===== src/rtl/div_pkg.sv =====
// rtl/div_pkg.sv - divider state encodings, issue FSM encodings and default widths
package div_pkg;

    localparam int DATA_W_DEF = 8;
    localparam int TAG_W_DEF  = 3;

    // One-hot state reported by the divider unit
    localparam logic [2:0] DIV_INITIAL = 3'b001;
    localparam logic [2:0] DIV_COMPUTE = 3'b010;
    localparam logic [2:0] DIV_DONE    = 3'b100;

    typedef enum logic [3:0] {
        ST_IDLE   = 4'b0001,
        ST_LAUNCH = 4'b0010,
        ST_WAIT   = 4'b0100,
        ST_BCAST  = 4'b1000
    } issue_state_e;

endpackage


===== src/rtl/div_req_fifo.sv =====
// rtl/div_req_fifo.sv - request FIFO with flush; a pop frees its slot only on the following cycle
module div_req_fifo #(
    parameter int WIDTH = 19,
    parameter int DEPTH = 4
) (
    input  logic             Clk,
    input  logic             Reset,
    input  logic             push,
    input  logic [WIDTH-1:0] push_data,
    input  logic             pop,
    input  logic             flush,
    output logic [WIDTH-1:0] head_data,
    output logic             full,
    output logic             empty
);

    localparam int PTR_W = (DEPTH > 1) ? $clog2(DEPTH) : 1;
    localparam logic [PTR_W:0] FULL_CNT = (PTR_W+1)'(DEPTH);

    logic [PTR_W-1:0] rd_ptr_q, rd_ptr_d;
    logic [PTR_W-1:0] wr_ptr_q, wr_ptr_d;
    logic [PTR_W:0]   count_q, count_d;
    logic [WIDTH-1:0] mem_q [DEPTH];
    logic [WIDTH-1:0] mem_d [DEPTH];
    logic             do_push;
    logic             do_pop;

    assign full      = (count_q == FULL_CNT);
    assign empty     = (count_q == '0);
    assign head_data = mem_q[rd_ptr_q];
    // full is taken from the registered count, so a same-cycle pop never makes room for a push
    assign do_push   = push && !full && !flush;
    assign do_pop    = pop && !empty && !flush;

    // Pointer and occupancy update; pointers wrap naturally since DEPTH is a power of two
    always_comb begin
        rd_ptr_d = rd_ptr_q;
        wr_ptr_d = wr_ptr_q;
        count_d  = count_q;
        if (flush) begin
            rd_ptr_d = '0;
            wr_ptr_d = '0;
            count_d  = '0;
        end else begin
            if (do_push) wr_ptr_d = wr_ptr_q + 1'b1;
            if (do_pop)  rd_ptr_d = rd_ptr_q + 1'b1;
            if (do_push && !do_pop)      count_d = count_q + 1'b1;
            else if (do_pop && !do_push) count_d = count_q - 1'b1;
        end
    end

    // Storage write
    always_comb begin
        for (int i = 0; i < DEPTH; i++) mem_d[i] = mem_q[i];
        if (do_push) mem_d[wr_ptr_q] = push_data;
    end

    // Control registers
    always_ff @(posedge Clk or posedge Reset) begin
        if (Reset) begin
            rd_ptr_q <= '0;
            wr_ptr_q <= '0;
            count_q  <= '0;
        end else begin
            rd_ptr_q <= rd_ptr_d;
            wr_ptr_q <= wr_ptr_d;
            count_q  <= count_d;
        end
    end

    // Payload storage needs no reset; occupancy qualifies it
    always_ff @(posedge Clk) begin
        for (int i = 0; i < DEPTH; i++) mem_q[i] <= mem_d[i];
    end

endmodule


===== src/rtl/div_issue_ctrl.sv =====
// rtl/div_issue_ctrl.sv - divide issue controller: queue, Start/Ack launch, CDB broadcast (option: DIV_ZERO_CHECK_EN)
module div_issue_ctrl
    import div_pkg::*;
#(
    parameter int DATA_W = DATA_W_DEF,
    parameter int TAG_W  = TAG_W_DEF,
    parameter int DEPTH  = 4
) (
    input  logic              Clk,
    input  logic              Reset,
    input  logic              req_valid,
    output logic              req_ready,
    input  logic [DATA_W-1:0] req_x,
    input  logic [DATA_W-1:0] req_y,
    input  logic [TAG_W-1:0]  req_tag,
    input  logic              flush,
    output logic              div_start,
    output logic              div_ack,
    output logic [DATA_W-1:0] div_xin,
    output logic [DATA_W-1:0] div_yin,
    output logic [TAG_W-1:0]  div_tag_in,
    input  logic [2:0]        div_state,
    input  logic [DATA_W-1:0] div_quotient,
    input  logic [DATA_W-1:0] div_remainder,
    input  logic [TAG_W-1:0]  div_tag_out,
    output logic              cdb_valid,
    input  logic              cdb_grant,
    output logic [TAG_W-1:0]  cdb_tag,
    output logic [DATA_W-1:0] cdb_quotient,
    output logic [DATA_W-1:0] cdb_remainder
);

    localparam int ENTRY_W = 2*DATA_W + TAG_W;

    issue_state_e      state_q, state_d;
    logic              drain_q, drain_d;
    logic              zchk_q, zchk_d;
    logic [TAG_W-1:0]  cdb_tag_q, cdb_tag_d;
    logic [DATA_W-1:0] cdb_quot_q, cdb_quot_d;
    logic [DATA_W-1:0] cdb_rem_q, cdb_rem_d;

    logic              fifo_push, fifo_pop, fifo_full, fifo_empty;
    logic [ENTRY_W-1:0] head_data;
    logic [DATA_W-1:0] head_x, head_y;
    logic [TAG_W-1:0]  head_tag;
    logic              zero_head;

    assign req_ready = !fifo_full;
    assign fifo_push = req_valid && req_ready && !flush;
    assign {head_x, head_y, head_tag} = head_data;

    // The divider samples its operands in INITIAL, so the queue head is always presented
    assign div_xin    = head_x;
    assign div_yin    = head_y;
    assign div_tag_in = head_tag;

    assign cdb_tag       = cdb_tag_q;
    assign cdb_quotient  = cdb_quot_q;
    assign cdb_remainder = cdb_rem_q;

`ifdef DIV_ZERO_CHECK_EN
    assign zero_head = (head_y == '0);
`else
    assign zero_head = 1'b0;
`endif

    div_req_fifo #(
        .WIDTH (ENTRY_W),
        .DEPTH (DEPTH)
    ) u_fifo (
        .Clk       (Clk),
        .Reset     (Reset),
        .push      (fifo_push),
        .push_data ({req_x, req_y, req_tag}),
        .pop       (fifo_pop),
        .flush     (flush),
        .head_data (head_data),
        .full      (fifo_full),
        .empty     (fifo_empty)
    );

    // Issue FSM: launch, wait for DONE, hold result on CDB until granted, then ack
    always_comb begin
        state_d    = state_q;
        drain_d    = drain_q;
        zchk_d     = zchk_q;
        cdb_tag_d  = cdb_tag_q;
        cdb_quot_d = cdb_quot_q;
        cdb_rem_d  = cdb_rem_q;
        fifo_pop   = 1'b0;
        div_start  = 1'b0;
        div_ack    = 1'b0;
        cdb_valid  = 1'b0;
        case (state_q)
            ST_IDLE: begin
                if (!flush && !fifo_empty) begin
                    if (zero_head) begin
                        // Divide by zero is answered locally; the divider never sees it
                        fifo_pop   = 1'b1;
                        cdb_quot_d = '1;
                        cdb_rem_d  = head_x;
                        cdb_tag_d  = head_tag;
                        zchk_d     = 1'b1;
                        state_d    = ST_BCAST;
                    end else if (div_state == DIV_INITIAL) begin
                        state_d = ST_LAUNCH;
                    end
                end
            end
            ST_LAUNCH: begin
                if (flush) begin
                    state_d = ST_IDLE;
                end else begin
                    div_start = 1'b1;
                    fifo_pop  = 1'b1;
                    state_d   = ST_WAIT;
                end
            end
            ST_WAIT: begin
                if (div_state == DIV_DONE) begin
                    if (drain_q || flush) begin
                        // Flushed work: release the divider without broadcasting
                        div_ack = 1'b1;
                        drain_d = 1'b0;
                        state_d = ST_IDLE;
                    end else begin
                        cdb_quot_d = div_quotient;
                        cdb_rem_d  = div_remainder;
                        cdb_tag_d  = div_tag_out;
                        state_d    = ST_BCAST;
                    end
                end else if (flush) begin
                    drain_d = 1'b1;
                end
            end
            ST_BCAST: begin
                if (flush) begin
                    div_ack = !zchk_q;
                    zchk_d  = 1'b0;
                    state_d = ST_IDLE;
                end else begin
                    cdb_valid = 1'b1;
                    if (cdb_grant) begin
                        div_ack = !zchk_q;
                        zchk_d  = 1'b0;
                        state_d = ST_IDLE;
                    end
                end
            end
            default: state_d = ST_IDLE;
        endcase
    end

    // State and CDB result registers
    always_ff @(posedge Clk or posedge Reset) begin
        if (Reset) begin
            state_q    <= ST_IDLE;
            drain_q    <= 1'b0;
            zchk_q     <= 1'b0;
            cdb_tag_q  <= '0;
            cdb_quot_q <= '0;
            cdb_rem_q  <= '0;
        end else begin
            state_q    <= state_d;
            drain_q    <= drain_d;
            zchk_q     <= zchk_d;
            cdb_tag_q  <= cdb_tag_d;
            cdb_quot_q <= cdb_quot_d;
            cdb_rem_q  <= cdb_rem_d;
        end
    end

endmodule


===== config.mk =====
export PLATFORM = sky130hd
export DESIGN_NAME = div_issue_ctrl
export DESIGN_NICKNAME = d
export VERILOG_FILES = /design/src/rtl/div_pkg.sv /design/src/rtl/div_req_fifo.sv /design/src/rtl/div_issue_ctrl.sv
export SDC_FILE = /design/constraint.sdc
export NUM_CORES = 1
export LEC_CHECK = 0
export CORE_ASPECT_RATIO = 0.7
export CORE_MARGIN = 8
export CORE_UTILIZATION = 46
export DETAILED_ROUTE_END_ITERATION = 8
export MAX_ROUTING_LAYER = met4
export PLACE_DENSITY = 0.75
export SKIP_LAST_GASP = 1
export SLEW_MARGIN = 30
export SYNTH_ARGS = -nofsm -noshare
export SYNTH_HDL_FRONTEND = slang
export SYNTH_HIERARCHICAL = 1
export SYNTH_SLANG_ARGS = --single-unit

===== constraint.sdc =====
create_clock -name Clk -period 2.55 [get_ports Clk]
set_input_delay 0.255 -clock Clk [delete_from_list [all_inputs] [get_ports Clk]]
set_output_delay 0.255 -clock Clk [all_outputs]
set_load 0.1 [all_outputs]

==> flow_summary_export.csv <==
group,metric,value,unit
floorplan,fp-row-count,30,
logic_synthesis,yosys_warnings,6,
timing,fin_setup_tns,0,ns
logic_synthesis,synth_area,4423,µm²
layout,syn_to_final_growth,35.13,%
layout,antenna-diode-count,0,
layout,fill_cells,694,
worst_setup_path,critPathCaptureType,"flop",
worst_setup_path,slowest_stage,"dfstp_2",
route,drc,0,
clock_tree,cts_sinks,107,
worst_setup_path,path_cells,"nor3_1, nand2_1, clkinvlp_4, o21a_1, nor4_1, fa_2, nand3b_1, a311oi_1, o311a_1",
floorplan,boundaryPins,88,
placed_design,hpwl,6.398,mm
layout,final_cell_mix,"76 x edfxtp_1, 45 x clkdlybuf4s50_1, 38 x buf_4",
clock_tree,cts_hold_buffers,0,
worst_setup_path,cp-start-kind,"flop",
floorplan,dieHeight,98.04,µm
clock_tree,cts_setup_buffers,0,
floorplan,core_area,9534,µm²
placed_design,dp_slack,-0.04747,ns
placed_design,gp_congestion,0.9014,
logic_synthesis,yosysSeqAreaShare,69.17,%
logic_synthesis,synthCells,238,
placed_design,placed_area,5693,µm²
global_route,grt_pass1_vias,2639,
global_route,antenna_found_initial,0,
timing,final-max-slew-violation-count,0,
pwr,power,3.483,mW
route,vias,2476,
logic_synthesis,synth-compound-area-share,2.744,%
logic_synthesis,yosys.area_share.simple,6.223,%
placed_design,numPortBuffers,87,
global_route,grtUsageTotal,14.62,%
route,postRouteAntennaNets,0,
timing,fin_skew,0.005028,ns
route,drtPass1Iterations,4,
layout,nNetsFinal,394,
route,drt_iter0_drc,148,
timing,post-route-period-util,94.62,%
layout,mostFrequentLayoutCell,"edfxtp_1",
timing,period_needed,2.413,ns
timing,whs,0.1571,ns
pwr,ir_drop,0.3625,mV
timing,rsz0062_at_grt,"no",
floorplan,dieWidth,133.2,µm
floorplan,die-area,13060,µm²
layout,drive_above_1_share,36.21,%
floorplan,start_util,46.39,%
global_route,grt_pass1_wl,14.38,mm
clock_tree,clockBufferDepth,2,
clock_tree,clock_latency,0.34,ns
logic_synthesis,synthXorXnorAreaFrac,0.3960,%
logic_synthesis,synth_top_family_by_area,"multiplexers",
clock_tree,cts.htree.levels,3,
global_route,grt_overflow,0,
route,viasPerCell,5.202,
logic_synthesis,synthAdderAreaFrac,1.584,%
clock_tree,post_cts_resized,0,
timing,fmaxAchievable,414.5,MHz
logic_synthesis,muxShareOfSynthArea,17.09,%
worst_setup_path,crit_required,2.83,ns
pwr,leakage,2.329,nW
timing,slew_headroom,50.44,%
logic_synthesis,syn_area_per_cell,18.58,µm²
route,wl_per_cell,18.56,µm
layout,fin_area,5977,µm²
job,maxCapViolations,0,
worst_setup_path,cpPeakStageDelay,0.59,ns
timing,finalHoldViolations,0,
worst_setup_path,critPathArrivalTime,2.69,ns
worst_setup_path,criticalPathCategory,"reg -> reg",
timing,worst_slack,0.1372,ns
timing,final-setup-viol-count,0,
worst_setup_path,path_max_fanout,5,
min_path,min_path_type,"in -> async",
pwr,p_per_area,582.8,nW/µm²
global_route,grt_max_degree,22,
worst_setup_path,ff2ff_setup_slack,0.14,ns
clock_tree,cts_buffers,9,
route,drt_wl_total,8.836,mm
clock_tree,root_buffer,"clkbuf_16",
status,outcome,"completed",
logic_synthesis,syn_nets,289,
clock_tree,cts_tree,"built",
logic_synthesis,synth_cell_type_count,43,
timing,worstMarginPinSlew,0.7426,ns
logic_synthesis,ys_ff_latch,107,
clock_tree,clk_pin_slew_worst_paths,0.07,ns
## flip-flops by register name, summed over array words and instances, names as in the netlist
| signal | flops |
|---|---|
| u_fifo/rd_ptr_q | 2 |
| drain_q | 1 |
| u_fifo/wr_ptr_q | 2 |
| u_fifo/count_q | 3 |
| state_q | 4 |
| cdb_tag | 3 |
| u_fifo/mem_q | 76 |
| cdb_remainder | 8 |
| cdb_quotient | 8 |
## through the flow
| step | util [%] | cells |
|---|---|---|
| global route | 62.69 | 476 |
| CTS | 62.61 | 475 |
| finish | 62.69 | 476 |
| detailed placement | 59.71 | 459 |
| global placement | 59.71 | 459 |
| floorplan | - | 238 |
## worst max-delay path: cells and delay by family, from the launching register on
kind / cells / cell delay (ns)
simple gates: 4 / 0.70
compound gates: 3 / 0.61
flops: 1 / 0.59
fa+ha+maj: 1 / 0.34
buf+inv: 1 / 0.10
## final timing paths
path                                              start                             to  depth (start not counted)
setup / recovery                 state_q[0]$_DFFE_PP1P_  u_fifo/count_q[2]$_DFFE_PP0P_                          9
hold / removal                                    Reset         state_q[3]$_DFFE_PP0P_                          2
setup reg to reg                 state_q[0]$_DFFE_PP1P_  u_fifo/count_q[2]$_DFFE_PP0P_                          9
hold reg to reg            cdb_remainder[6]$_DFFE_PP0P_   cdb_remainder[6]$_DFFE_PP0P_                          1
max in group asynchronous                         Reset    cdb_quotient[4]$_DFFE_PP0P_                          3
min in group Clk           cdb_remainder[6]$_DFFE_PP0P_   cdb_remainder[6]$_DFFE_PP0P_                          1
## logic make-up after synthesis
| group | count (synthesis) |
|---|---|
| fa+ha+maj | 5 |
| simple gates | 43 |
| xor+xnor | 2 |
| compound gates | 17 |
| buf+inv | 22 |
| flops | 107 |
| mux | 42 |
## final cells by class
cell class	instances	area [µm²]	share of cell area (%)
Multi-Input combinational cell	109	1254	20.98
Clock inverter	7	51.30	0.8583
Timing Repair Buffer	105	1176	19.68
Sequential cell	107	3059	51.18
Clock buffer	9	225.2	3.768
Inverter	11	51.30	0.8583
Tap cell	128	160.2	2.680
## synth_stat cells
cell,number,area [µm²]
a21bo_2,1,10.01
a21oi_1,5,25.02
a221oi_2,1,15.01
a311oi_1,1,8.760
a32oi_1,1,8.760
and2_1,5,31.28
and3_1,1,6.260
and4_1,1,8.760
buf_2,3,15.01
buf_4,2,15.01
buf_6,4,45.04
clkbuf_1,2,7.510
dfrtp_1,30,750.7
dfstp_2,1,26.28
edfxtp_1,76,2282
fa_1,1,20.02
ha_1,4,50.05
inv_1,11,41.29
mux2_1,2,22.52
mux2_4,19,285.3
mux2i_1,2,20.02
mux4_2,19,427.9
nand2_1,4,15.01
nand3_1,1,5.000
nand3_2,1,10.01
nand3b_1,3,22.52
nor2_1,12,45.04
nor2b_1,1,6.260
nor3_1,4,20.02
nor3b_1,1,7.510
nor3b_2,2,25.02
nor4_1,1,6.260
nor4b_1,1,8.760
nor4b_4,1,23.77
nor4bb_1,2,20.02
o21a_1,1,7.510
o21ai_0,4,20.02
o311a_1,1,10.01
o311ai_1,1,8.760
o31ai_1,1,7.510
or2b_1,1,7.510
or3_1,1,6.260
xor2_1,2,17.52
## power breakdown
group | total (mW) | internal (mW) | switching [mW]
combinational | 0.320 | 0.144 | 0.176
sequential | 1.90 | 1.89 | 0.00919
clock | 1.27 | 0.667 | 0.600
total | 3.48 | 2.70 | 0.786
## routing by layer
layer / global-route usage (%) / vias to the layer above / routed length (µm)
met1: 17.85 / 1256 / 3876
met4: 5.331 / 0 / 163
li1: - / 1129 / -
met3: 4.410 / 17 / 443
met5: - / - / 0
met2: 22.69 / 74 / 4352
(Power assumes the default switching activity.)
